File: config.mk
export PLATFORM = sky130hd
export DESIGN_NAME = id_ex_stage_reg
export DESIGN_NICKNAME = d
export VERILOG_FILES = /design/src/rtl/id_ex_stage_reg.sv
export SDC_FILE = /design/constraint.sdc
export NUM_CORES = 1
export LEC_CHECK = 0
export BUFFER_PORTS_ARGS = -buffer_cell sky130_fd_sc_hd__buf_2
export CAP_MARGIN = 20
export CORE_AREA = 2 2 124 126
export CTS_BUF_LIST = sky130_fd_sc_hd__clkbuf_4
export DETAILED_ROUTE_END_ITERATION = 16
export DIE_AREA = 0 0 126 128
export PLACE_DENSITY = 0.78
export SETUP_SLACK_MARGIN = 0.15
export SYNTH_ARGS = -nofsm -noshare
export SYNTH_HDL_FRONTEND = slang
export SYNTH_SLANG_ARGS = --single-unit
File: constraint.sdc
create_clock -name CLK -period 6 [get_ports CLK]
set_input_delay 0.9 -clock CLK [delete_from_list [all_inputs] [get_ports CLK]]
set_output_delay 0.9 -clock CLK [all_outputs]
set_load 0.01 [all_outputs]
File: src/rtl/id_ex_stage_reg.sv
// ID/EX pipeline register with load-use hazard detection for the 5-stage MIPS pipe.
// Optional macro IDEX_STALL_COUNT_EN adds a 32-bit StallCount output.
//
// Ports:
//   CLK, Reset           clock (rising edge), async active-high reset
//   *D inputs            decode control bundle, register data, fields, imm, PC+4
//   FlushE               squash the instruction entering EX (taken branch)
//   *E outputs           registered copy of the decode bundle
//   ValidE               EX holds a real instruction (0 = bubble)
//   StallF, StallD       hold PC / IF-ID register during a load-use stall
//   StallCount           (IDEX_STALL_COUNT_EN only) number of load-use stalls

module id_ex_stage_reg #(
    parameter int DW = 32,
    parameter int RW = 5
) (
    input  logic          CLK,
    input  logic          Reset,

    input  logic          RegWriteD,
    input  logic          MemtoRegD,
    input  logic          MemWriteD,
    input  logic          BranchD,
    input  logic [3:0]    ALUControlD,
    input  logic          ALUSrcD,
    input  logic          ALUSrc_shamtD,
    input  logic          RegDstD,
    input  logic [DW-1:0] RD1D,
    input  logic [DW-1:0] RD2D,
    input  logic [RW-1:0] RsD,
    input  logic [RW-1:0] RtD,
    input  logic [RW-1:0] RdD,
    input  logic [RW-1:0] ShamtD,
    input  logic [DW-1:0] SignImmD,
    input  logic [DW-1:0] PCPlus4D,

    input  logic          FlushE,

    output logic          RegWriteE,
    output logic          MemtoRegE,
    output logic          MemWriteE,
    output logic          BranchE,
    output logic [3:0]    ALUControlE,
    output logic          ALUSrcE,
    output logic          ALUSrc_shamtE,
    output logic          RegDstE,
    output logic [DW-1:0] RD1E,
    output logic [DW-1:0] RD2E,
    output logic [RW-1:0] RsE,
    output logic [RW-1:0] RtE,
    output logic [RW-1:0] RdE,
    output logic [RW-1:0] ShamtE,
    output logic [DW-1:0] SignImmE,
    output logic [DW-1:0] PCPlus4E,
    output logic          ValidE,
`ifdef IDEX_STALL_COUNT_EN
    output logic [31:0]   StallCount,
`endif
    output logic          StallF,
    output logic          StallD
);

    typedef struct packed {
        logic          regwrite;
        logic          memtoreg;
        logic          memwrite;
        logic          branch;
        logic [3:0]    alucontrol;
        logic          alusrc;
        logic          alusrc_shamt;
        logic          regdst;
        logic [DW-1:0] rd1;
        logic [DW-1:0] rd2;
        logic [RW-1:0] rs;
        logic [RW-1:0] rt;
        logic [RW-1:0] rd;
        logic [RW-1:0] shamt;
        logic [DW-1:0] signimm;
        logic [DW-1:0] pcplus4;
        logic          valid;
    } ex_bundle_t;

    ex_bundle_t d_bundle;
    ex_bundle_t e_d;
    ex_bundle_t e_q;

    logic rt_hit;
    logic lwstall;
    logic bubble;

    // Decode-side bundle as it would enter EX on a normal capture.
    always_comb begin
        d_bundle              = '0;
        d_bundle.regwrite     = RegWriteD;
        d_bundle.memtoreg     = MemtoRegD;
        d_bundle.memwrite     = MemWriteD;
        d_bundle.branch       = BranchD;
        d_bundle.alucontrol   = ALUControlD;
        d_bundle.alusrc       = ALUSrcD;
        d_bundle.alusrc_shamt = ALUSrc_shamtD;
        d_bundle.regdst       = RegDstD;
        d_bundle.rd1          = RD1D;
        d_bundle.rd2          = RD2D;
        d_bundle.rs           = RsD;
        d_bundle.rt           = RtD;
        d_bundle.rd           = RdD;
        d_bundle.shamt        = ShamtD;
        d_bundle.signimm      = SignImmD;
        d_bundle.pcplus4      = PCPlus4D;
        d_bundle.valid        = 1'b1;
    end

    // Conservative match: RsD/RtD are compared whether or not the
    // decode instruction actually reads them. A load into $0 never stalls.
    always_comb begin
        rt_hit  = (e_q.rt == RsD) | (e_q.rt == RtD);
        lwstall = e_q.valid & e_q.memtoreg &
                  (e_q.rt != '0) & rt_hit;
    end

    assign bubble = FlushE | lwstall;
    assign StallF = lwstall;
    assign StallD = lwstall;

    // A bubble clears the data fields too, so forwarding
    // comparisons in EX never match a squashed instruction.
    always_comb begin
        e_d = d_bundle;
        if (bubble) begin
            e_d = '0;
        end
    end

    always_ff @(posedge CLK or posedge Reset) begin
        if (Reset) begin
            e_q <= '0;
        end else begin
            e_q <= e_d;
        end
    end

    assign RegWriteE     = e_q.regwrite;
    assign MemtoRegE     = e_q.memtoreg;
    assign MemWriteE     = e_q.memwrite;
    assign BranchE       = e_q.branch;
    assign ALUControlE   = e_q.alucontrol;
    assign ALUSrcE       = e_q.alusrc;
    assign ALUSrc_shamtE = e_q.alusrc_shamt;
    assign RegDstE       = e_q.regdst;
    assign RD1E          = e_q.rd1;
    assign RD2E          = e_q.rd2;
    assign RsE           = e_q.rs;
    assign RtE           = e_q.rt;
    assign RdE           = e_q.rd;
    assign ShamtE        = e_q.shamt;
    assign SignImmE      = e_q.signimm;
    assign PCPlus4E      = e_q.pcplus4;
    assign ValidE        = e_q.valid;

`ifdef IDEX_STALL_COUNT_EN
    logic [31:0] stall_cnt_q;

    // Counts load-use stalls only; flush-only bubbles are not counted.
    // Natural 32-bit wrap from all-ones back to zero.
    always_ff @(posedge CLK or posedge Reset) begin
        if (Reset) begin
            stall_cnt_q <= '0;
        end else if (lwstall) begin
            stall_cnt_q <= stall_cnt_q + 32'd1;
        end
    end

    assign StallCount = stall_cnt_q;
`endif

endmodule

== Yosys cells after proc, flatten, opt, wreduce, memory -nomap -nowiden ==
Cells that the tools add are included.
Storage, ports and cells
  input port bits: 162
  output and inout bits: 162
  register bits after elaboration: 160
Cells by class
  bitwise gates (word level): 5
  reductions and logical operators: 1
  equal/unequal tests: 2
  mux-type cells: 1
Operators with widths (count)
  $mux W160: 1
  $eq A5 B5 Y1: 2
  $reduce_bool A5 Y1: 1
  $and A1 B1 Y1: 3
  $or A1 B1 Y1: 2

== Depth between registers and ports, before layout ==
Gate-level depths: netlist of the first run.
  depth after elaboration: 5
  depth in mapped cells: 6
  depth with buffers taken out: 4

== Worst setup path after synthesis of the first run ==
Ideal clock, no wire load.
  kind: in2out
  from: in RtD[4]
  to: out StallF
  setup slack: 3.185 ns
  buffers on the path: 2
  cell stages on the path: 6
  required time: 5.100 ns
  data arrival time: 1.915 ns
  path through: xnor2_1 > nand3_1 > o22ai_2 > buf_2 > and2_1 > buf_4
On the way
  word-level cells in the longest chain between the ends: 3
Ends and longest elaborated chain
  start, declared: RTL line 31  | input logic [RW-1:0] RtD,
  $eq A5 B5 Y1: RTL line 116  | rt_hit = (e_q.rt == RsD) | (e_q.rt == RtD);
  $or A1 B1 Y1: RTL line 116
  $and A1 B1 Y1: RTL line 118  | (e_q.rt != '0) & rt_hit;
  end, declared: RTL line 59  | output logic StallF,
Every way passes these cells.

== Final worst setup path of the first run ==
  from: reg e_q, in the netlist RtE[3]
  to: out StallD
On the way
  word-level cells in the longest chain between the ends: 3
  elaborated cells on any way between the ends: 6
  classes of those cells: eq/ne (2); bitwise (3); reduce/logical (1)
Ends and longest elaborated chain
  start, declared: RTL line 85  | ex_bundle_t e_q;
  start signal, assigned: RTL line 136  | e_q <= '0;
  start signal, assigned: RTL line 138  | e_q <= e_d;
  $eq A5 B5 Y1 / $reduce_bool A5 Y1 (equally long branches): RTL line 116, 118
  $or A1 B1 Y1 / $and A1 B1 Y1 (equally long branches): RTL line 116, 117
  $and A1 B1 Y1 (*): RTL line 118
  end, declared: RTL line 60  | output logic StallD
Every way passes the cells marked *; elsewhere a longest branch is shown, timed or not.

==> results.py, run 1 <==
metrics = {
    "run": {
        "maxCapViolCount": 0,
    },
    "synthesis": {
        "synth_ff_type": "dfrtp_1",
        "yosysWarnings": 0,
        "synth_edf_count": 0,
        "netlist_area_um2": 6580,
        "avgSynthCellArea_um2": 11.9,
        "async_reset_ff_share_pct": 100,
        "synth-seq-cells": 160,
        "yosysUniqueCellTypes": 16,
        "synth_seq_area_share_pct": 60.9,
        "syn-num-nets": 713,
        "syn_inst": 551,
    },
    "cells_and_area": {
        "finalNonFillerCells": 1047,
        "nets": 1007,
        "final_area_um2": 8560,
        "areaGrowthSynthToFinish_pct": 30.1,
        "fillerInstances": 1316,
        "drive_gt1_share_pct": 52.6,
    },
    "cts": {
        "cts_buffer_depth": 2,
        "path_clk_slew_ps": 130,
        "htree_levels": 4,
        "clk_latency_ps": 550,
        "cts_tree": "yes",
        "ctsResizeCount": 0,
        "cts_buffers": 17,
        "root_buffer": "clkbuf_4",
        "cts_setup_buffers": 0,
        "cts_sinks": 160,
        "cts_hold_buf": 0,
    },
    "drt": {
        "via_count": 4980,
        "drcViolationCount": 0,
        "vias_per_cell": 4.76,
        "dr.pass1.iters": 5,
        "drtIter0Drc": 307,
        "ant_nets": 0,
        "routed_wirelength_mm": 16.4,
        "wl_per_cell_um": 15.7,
    },
    "worst_setup_path": {
        "crit_arrival_ps": 2310,
        "cp_cell_sequence": "or3_1 -> o311a_4 -> and2_1 -> buf_2",
        "startpoint_type": "register",
        "worst_r2r_path_depth": 5,
        "slowest_delay_ps": 470,
        "r2r_start": "RtE[4]",
        "r2r-end": "ShamtE[0]",
        "cp_max_fo": 21,
        "crit_end": "StallD",
        "r2r_setup_slack_ps": 2890,
        "critPathKind": "register to output pin",
        "cp-startpoint": "RtE[3]",
        "slowest_stage": "o311a_4",
        "worstSetupEndpointType": "output pin",
        "crit_required_ps": 5100,
    },
    "sta": {
        "max_freq_mhz": 312,
        "grt_setup_unrepaired": "no",
        "finalHoldViolations": 0,
        "fin_skew_ps": 18.7,
        "final-max-slew-violation-count": 0,
        "max-slew-margin-rel_pct": 30.0,
        "finalCritPeriodShare_pct": 53.5,
        "worstMarginPinSlew_ps": 1050,
        "period_minus_slack_ps": 3210,
        "setup_viol_count_final": 0,
        "fin_setup_tns_ps": 0,
    },
    "floorplanning": {
        "die-width_um": 126,
        "ios": 324,
        "dieArea_um2": 16100,
        "start_util_pct": 44.3,
        "rows": 45,
        "die-height_um": 128,
        "coreArea_um2": 14900,
    },
    "global_routing": {
        "overflow": 0,
        "grt_pass1_wl_mm": 25.4,
        "grtUsageTotal_pct": 20.2,
        "grt_pass1_vias": 4891,
        "grt_start_max_net_pins": 161,
        "antenna_found_initial": 2,
    },
    "run_status": {
        "run_status": "finished, final reports clean",
    },
    "power": {
        "ir_worst_vdd_mv": 0.137,
        "p_leak_nw": 4.41,
        "pwr_density_cell_nw_per_um2": 261,
        "power_w": 0.00223,
    },
    "place": {
        "port_buffers": 323,
        "dp.cells": 1014,
        "placed_cell_area_um2": 8210,
        "dp_hpwl_mm": 10.9,
        "gp_routability_congestion": 0.787,
    },
    "hold_path": {
        "min_path_type": "primary input to asynchronous set/reset pin",
    },
}
-- routing by layer --
layer,global-route usage [%],up-vias,part of all wire (%)
met3,7.76,25,8.3
met2,33.9,226,51
li1,-,2376,-
met1,23.3,2353,39
met5,0,-,0
met4,8.47,0,2.6
-- final cells by class --
type	count	area [um2]	area share [%]
well taps	188	235	2.75
diodes	1	2.50	0.0292
clock buffers	18	135	1.58
clock inverters	14	213	2.49
repair buffers	328	1670	19.5
inverters	1	8.76	0.102
flip-flops and latches	160	4000	46.8
multi-input cells	337	2290	26.8
-- report_power, final --
part,switching (W),internal [W],leakage (nW)
Clock,0.000387,0.000377,0.178
Sequential,0.0000160,0.00113,2.06
Combinational,0.000188,0.000133,2.17
Total,0.000591,0.00164,4.41
-- Yosys cell counts, types with 2 or more instances --
master      n  area, um2
buf_6      11        124
buf_2      10       50.1
a21oi_2    90        788
nand2_1     2       7.51
a21oi_1    70        350
clkbuf_1   31        116
nand2b_1  159        995
xnor2_1    10       87.6
nand3_1     2       10.0
dfrtp_1   160       4000
-- worst max-delay path, delay by kind of cell (launching register included) --
| family | cells | cell delay (ps) |
|---|---|---|
| and+or+nand+nor | 2 | 670 |
| buffers and inverters | 1 | 160 |
| AOI/OAI and AO/OA | 1 | 470 |
| DFF | 1 | 440 |
-- through the flow --
stage,hold WS (ps),util [%],worst slack [ps]
6_report,486,57.6,2790
5_1_grt,482,57.6,2630
4_1_cts,489,57.6,2710
3_5_place_dp,857,55.2,2930
3_3_place_gp,831,55.2,3010
2_1_floorplan,1000,-,780
-- placed cells by master (no fill, tap or decap), types with 2 or more instances in the layout --
master and count:
nand2_1 2, nand3_1 2, buf_2 322, a21oi_1 70, bufinv_16 5, dfrtp_1 160, clkinv_4 2, xnor2_1 10
buf_4 5, clkbuf_4 18, clkinv_1 2, inv_6 3, a21oi_2 90, clkinvlp_4 2, nand2b_1 159
-- worst min-delay path by stage --
| stage | endpoint | slack, ps | depth (start not counted) |
|---|---|---|---|
| 2_1_floorplan | PCPlus4E[0] | 1000 | 4 |
| 4_1_cts | RtE[4] | 490 | 2 |
| 3_3_place_gp | RsE[4] | 830 | 2 |
| 5_1_grt | PCPlus4E[13] | 480 | 3 |
| 3_5_place_dp | RD1E[28] | 860 | 2 |
| 6_report | RdE[0] | 490 | 2 |
-- sequential cells by signal, indices dropped and copies added, names as in the netlist, 4 cells and up --
signal,cells
PCPlus4E,32
RD1E,32
RD2E,32
SignImmE,32
RdE,5
RsE,5
RtE,5
ShamtE,5
ALUControlE,4
-- logic make-up (layout without fill, tap and decap cells) --
family                 count (synthesis)  after routing  synth area share (%)
buffers and inverters                 54            361                  4.58
flip-flops                           160            160                  60.9
AND/OR/NAND/NOR                      165            165                  15.6
XOR/XNOR                              10             10                  1.33
other                                  0              1                     0
AO/OA/AOI/OAI                        162            162                  17.6
Note: power is estimated with default switching activity, not from simulation.
==> inputs of run 2 (changes only) <==
- ABC_AREA: default -> 1
- CORE_AREA: 2 2 124 126 -> 2 2 127 129
- DIE_AREA: 0 0 126 128 -> 0 0 129 131
- PLACE_DENSITY: 0.78 -> 0.7
- clock period: 6 -> 2.93 ns (I/O delays scaled with it)
==> results.py, run 2 <==
metrics = {
    "run_status": {
        "run_status": "finished, final reports clean",
    },
    "worst_setup_path": {
        "slowest_delay_ps": 460,
        "r2r_setup_slack_ps": 1010,
        "crit_arrival_ps": 1720,
        "r2r-end": "RD1E[28]",
        "worst_r2r_path_depth": 9,
        "slowest_stage": "dfrtp_1",
        "critPathKind": "register to output pin",
        "worstSetupEndpointType": "output pin",
        "startpoint_type": "register",
        "r2r_start": "RtE[0]",
        "cp_cell_sequence": "nor3_1 -> nand3_1 -> nand3_1 -> inv_1 -> nand2_1 -> inv_1 -> buf_2",
        "crit_required_ps": 2490,
        "cp-startpoint": "RtE[4]",
        "cp_max_fo": 5,
        "crit_end": "StallF",
    },
    "hold_path": {
        "min_path_type": "primary input to register",
    },
    "cells_and_area": {
        "final_common_cell": "buf_2",
        "finalNonFillerCells": 1111,
        "final_cell_mix": "323 x buf_2, 167 x inv_1, 165 x nor2_1, 160 x dfrtp_1, 24 x nand2_1",
        "fin_util_pct": 49.6,
        "areaGrowthSynthToFinish_pct": 40.2,
        "drive_gt1_share_pct": 40.5,
        "nets": 1043,
    },
    "cts": {
        "cts_hold_buf": 1,
        "cts_buffers": 17,
        "path_clk_slew_ps": 150,
        "cts_setup_buffers": 0,
        "cts_sinks": 160,
        "root_buffer": "clkbuf_4",
        "cts_tree": "yes",
        "ctsResizeCount": 0,
        "cts_buffer_depth": 2,
        "htree_levels": 4,
        "clk_latency_ps": 550,
    },
    "synthesis": {
        "syn-num-nets": 707,
        "syn_inst": 545,
        "synth_seq_area_share_pct": 72.5,
        "async_reset_ff_share_pct": 100,
        "synth_ff_type": "dfrtp_1",
        "synth_edf_count": 0,
        "yosysWarnings": 0,
        "synth-seq-cells": 160,
        "yosysUniqueCellTypes": 11,
        "yosys-top-cells-count": "168 x inv_1, 165 x nor2_1, 160 x dfrtp_1",
        "yosysMostFrequentCell": "inv_1",
        "netlist_area_um2": 5520,
        "avgSynthCellArea_um2": 10.1,
        "yosysTopAreaCell": "dfrtp_1",
        "ys_top_cells_by_area": "dfrtp_1 73%, inv_1 11%, nor2_1 11%, buf_4 1.6%, nand2_1 1.6%",
        "yosys.area.top_type_share_pct": 72.5,
    },
    "sta": {
        "max_freq_mhz": 464,
        "finalHoldViolations": 0,
        "fin_skew_ps": 25.2,
        "final-max-slew-violation-count": 0,
        "max-slew-margin-rel_pct": 58.7,
        "worstMarginPinSlew_ps": 618,
        "fin_setup_tns_ps": 0,
        "period_minus_slack_ps": 2160,
        "finalCritPeriodShare_pct": 73.6,
        "fin_ws_ps": 773,
        "setup_viol_count_final": 0,
        "grt_setup_unrepaired": "no",
    },
    "drt": {
        "vias_per_cell": 3.90,
        "via_count": 4335,
        "wl_per_cell_um": 12.5,
        "dr.pass1.iters": 4,
        "routed_wirelength_mm": 13.9,
        "drcViolationCount": 0,
        "drtIter0Drc": 131,
        "ant_nets": 0,
    },
    "place": {
        "dp.cells": 1070,
        "dp_hpwl_mm": 10.3,
        "dpl_worst_slack_ps": 921,
        "gp_routability_congestion": 0.891,
        "port_buffers": 323,
    },
    "global_routing": {
        "grt_start_max_net_pins": 76,
        "antenna_found_initial": 1,
        "grtUsageTotal_pct": 16.0,
        "grt_pass1_vias": 4298,
        "grt_pass1_wl_mm": 20.5,
        "overflow": 0,
    },
    "floorplanning": {
        "dieArea_um2": 16900,
        "die-height_um": 131,
        "rows": 46,
        "coreArea_um2": 15600,
        "ios": 324,
        "start_util_pct": 35.4,
        "die-width_um": 129,
    },
    "power": {
        "p_sw_w": 0.00118,
        "swShare_pct": 28.3,
        "p_seq_share_pct": 56.4,
        "power_frac_clock_pct": 31.0,
        "ir_worst_vdd_mv": 0.305,
        "p_leak_nw": 4.99,
        "intPower_w": 0.00299,
        "pwr_density_cell_nw_per_um2": 539,
        "power_frac_comb_pct": 12.5,
    },
    "run": {
        "maxCapViolCount": 0,
    },
}
==> run 2: cell count changes after synthesis, moves of 2 or more <==
cell      delta
nand2_1     +22
clkbuf_1    -31
a21oi_2     -90
a21oi_1     -70
buf_4       +11
inv_2        +2
buf_6       -11
buf_2        -4
nor2_1     +165
nand2b_1   -159
inv_1      +167
nand3_1      +2
xnor2_1      -8
==> run 2: worst min-delay path by stage <==
stage,start,end,slack [ps],cells after the start
global route,SignImmD[24],SignImmE[24],3,3
global placement,Reset,PCPlus4E[5],540,2
floorplan,ALUControlD[0],ALUControlE[0],550,2
finish,SignImmD[11],SignImmE[11],70,3
CTS,PCPlus4D[10],PCPlus4E[10],0.5,3
detailed placement,Reset,PCPlus4E[5],540,2
==> run 2: power by group through the flow <==
stage / registers, W / clock network (W) / logic (W)
after floorplan: 0.00246 / 0 / 0.000175
after global placement: 0.00239 / 0 / 0.000515
after detailed placement: 0.00240 / 0 / 0.000524
after CTS: 0.00235 / 0.00135 / 0.000526
after global routing: 0.00237 / 0.00144 / 0.000590
final: 0.00235 / 0.00129 / 0.000522
==> run 2: final cells by class <==
class | count | area (um2)
flip-flops and latches | 160 | 4000
clock inverters | 15 | 151
inverters | 170 | 642
diodes | 1 | 2.50
well taps | 216 | 270
fillers | 1474 | 7860
multi-input cells | 197 | 763
clock buffers | 17 | 128
repair buffers | 335 | 1780
==> run 2: critical path: cells and delay by family, from the launching register on <==
| kind | cells | cell delay [ps] |
|---|---|---|
| buffers and inverters | 3 | 260 |
| AND/OR/NAND/NOR | 4 | 470 |
| flip-flops | 1 | 460 |
==> run 2: per-layer routing <==
metal / up-vias / track usage [%] / share of wire [%]
met4: 0 / 6.65 / 2.1
li1: 2144 / - / -
met5: - / 0 / 0
met2: 224 / 26.5 / 49
met3: 17 / 7.98 / 11
met1: 1950 / 17.5 / 38
==> run 2: logic make-up (layout without fill, tap and decap cells) <==
group                  after synthesis  in the layout  synth area share [%]
AND/OR/NAND/NOR                    195            195                  13.4
other                                0              1                     0
buffers and inverters              188            537                  13.7
XOR/XNOR                             2              2                 0.317
flip-flops                         160            160                  72.5
==> run 2: per-stage QoR <==
stage	hold WS, ps	power (W)	instance area [um2]
global route	2.50	0.00439	7740
CTS	0.473	0.00423	7660
floorplan	546	0.00264	5520
global placement	543	0.00291	7380
finish	69.2	0.00417	7740
detailed placement	542	0.00292	7380
==> inputs of run 3 (changes only) <==
- ABC_AREA: 1 -> 0
- CORE_AREA: 2 2 127 129 -> 2 2 124 126
- DIE_AREA: 0 0 129 131 -> 0 0 126 128
- PLACE_DENSITY: 0.7 -> 0.78
- clock period: 2.93 -> 2.12 ns (I/O delays scaled with it)
==> results.py, run 3 (synthesis results as in run 1) <==
metrics = {
    "run_status": {
        "run_status": "complete, but fails checks",
        "violations": "setup timing",
    },
    "worst_setup_path": {
        "critPathKind": "register to output pin",
        "startpoint_type": "register",
        "r2r_start": "RtE[2]",
        "r2r-end": "SignImmE[30]",
        "worst_r2r_path_depth": 5,
        "crit_required_ps": 1800,
        "cp_max_fo": 3,
        "crit_arrival_ps": 1960,
        "worstSetupEndpointType": "output pin",
        "r2r_setup_slack_ps": 190,
    },
    "sta": {
        "grt_setup_unrepaired": "yes",
        "finalHoldViolations": 0,
        "final-max-slew-violation-count": 0,
        "setup_viol_count_final": 2,
        "finalCritPeriodShare_pct": 108,
        "worstMarginPinSlew_ps": 615,
        "fin_skew_ps": 34.2,
        "fin_ws_ps": -161,
        "max-slew-margin-rel_pct": 58.9,
        "max_freq_mhz": 438,
        "period_minus_slack_ps": 2280,
        "whs_ps": 65.8,
    },
    "floorplanning": {
        "ios": 324,
        "coreArea_um2": 14900,
        "die-height_um": 128,
        "rows": 45,
        "dieArea_um2": 16100,
        "die-width_um": 126,
        "start_util_pct": 44.3,
    },
    "cts": {
        "path_clk_slew_ps": 140,
        "cts_sinks": 160,
        "root_buffer": "clkbuf_4",
        "cts_buffer_depth": 2,
        "cts_buffers": 17,
        "htree_levels": 4,
        "cts_tree": "yes",
        "clk_latency_ps": 560,
    },
    "global_routing": {
        "grt_start_max_net_pins": 93,
        "grtUsageTotal_pct": 25.6,
        "grt_pass1_wl_mm": 32.3,
        "overflow": 0,
        "antenna_found_initial": 1,
        "grt_pass1_vias": 6336,
    },
    "run": {
        "maxCapViolCount": 0,
    },
    "drt": {
        "wl_per_cell_um": 17.6,
        "routed_wirelength_mm": 21.7,
        "dr.pass1.iters": 6,
        "vias_per_cell": 4.91,
        "ant_nets": 0,
        "drtIter0Drc": 299,
        "drcViolationCount": 0,
        "via_count": 6047,
    },
    "power": {
        "p_seq_share_pct": 52.0,
        "intPower_w": 0.00446,
        "p_leak_nw": 5.25,
        "ir_worst_vdd_mv": 0.538,
        "pwr_density_cell_nw_per_um2": 598,
        "swShare_pct": 28.8,
        "power_frac_clock_pct": 27.4,
        "power_frac_comb_pct": 20.5,
        "p_sw_w": 0.00181,
    },
    "hold_path": {
        "hp-start": "RD1D[2]",
        "hold_end": "RD1E[2]",
        "min_path_type": "primary input to register",
        "min_path_cells": 3,
    },
    "cells_and_area": {
        "nets": 1191,
        "fin_util_pct": 70.5,
        "areaGrowthSynthToFinish_pct": 59.3,
        "final_cell_mix": "322 x buf_2, 160 x dfrtp_1, 159 x nand2b_1, 159 x dlygate4sd3_1, 92 x a21oi_2",
        "drive_gt1_share_pct": 46.4,
        "final_common_cell": "buf_2",
    },
    "place": {
        "gp_routability_congestion": 0.888,
        "dp_hpwl_mm": 11.6,
        "port_buffers": 323,
    },
}
## run 3: changes by cell type in the layout (fill, tap and decap cells not counted), moves of 5 or more
| cell | delta |
|---|---|
| a21oi_1 | +68 |
| a21oi_2 | +92 |
| buf_4 | +18 |
| dlygate4sd3_1 | +151 |
| inv_1 | -167 |
| nand2_1 | -22 |
| nand2b_1 | +159 |
| nor2_1 | -165 |
| xnor2_1 | +5 |
## run 3: what timing repair did
action,4_1_cts,5_1_grt
pin swaps,1,3
setup endpoints to repair,2,93
buffers inserted,5,1
resized for setup,0,10
hold buffers,157,2
cloned,0,4
hold endpoints to repair,173,2
## run 3: per-layer routing
layer	GRT usage, %	vias to the layer above	wire, um
li1	-	2753	-
met1	29.7	2922	8020
met2	44.2	325	11300
met3	7.89	47	1830
met4	10.4	0	548
met5	0	-	0
## run 3: worst max-delay path by stage
stage	start	endpoint	slack, ps
2_1_floorplan	Reset	ALUControlE[0]	-230
3_3_place_gp	RtE[3]	StallD	280
3_5_place_dp	RtE[3]	StallF	240
4_1_cts	RtE[3]	StallF	-230
5_1_grt	RtE[4]	StallD	-270
6_report	RtE[2]	StallF	-160
## run 3: area by class of cell
type | instances | area, um2
fillers | 961 | 4380
diodes | 1 | 2.50
clock inverters | 13 | 113
flip-flops and latches | 160 | 4000
clock buffers | 19 | 143
well taps | 188 | 235
inverters | 1 | 7.51
repair buffers | 512 | 3650
multi-input cells | 337 | 2330
## run 3: power by group through the flow
stage / clock network, W / registers, W / logic (W)
2_1_floorplan: 0 / 0.00341 / 0.000433
3_3_place_gp: 0 / 0.00331 / 0.000961
3_5_place_dp: 0 / 0.00332 / 0.000971
4_1_cts: 0.00173 / 0.00326 / 0.00120
5_1_grt: 0.00188 / 0.00328 / 0.00138
6_report: 0.00172 / 0.00326 / 0.00129
## run 3: metrics by stage
stage	instances	TNS, ps	area, um2	power (W)	setup WS (ps)
2_1_floorplan	551	-36290	6590	0.00384	-227
3_3_place_gp	1029	0	8420	0.00427	277
3_5_place_dp	1029	0	8420	0.00429	242
4_1_cts	1223	-451	10300	0.00620	-227
5_1_grt	1231	-538	10500	0.00654	-270
6_report	1231	-320	10500	0.00627	-161
## run 3: worst max-delay path, stage by stage, from the launching register on
cell and delay [ps]:
dfrtp_1 430, or3_4 380, o311a_4 320, and2_4 160
buf_2 130
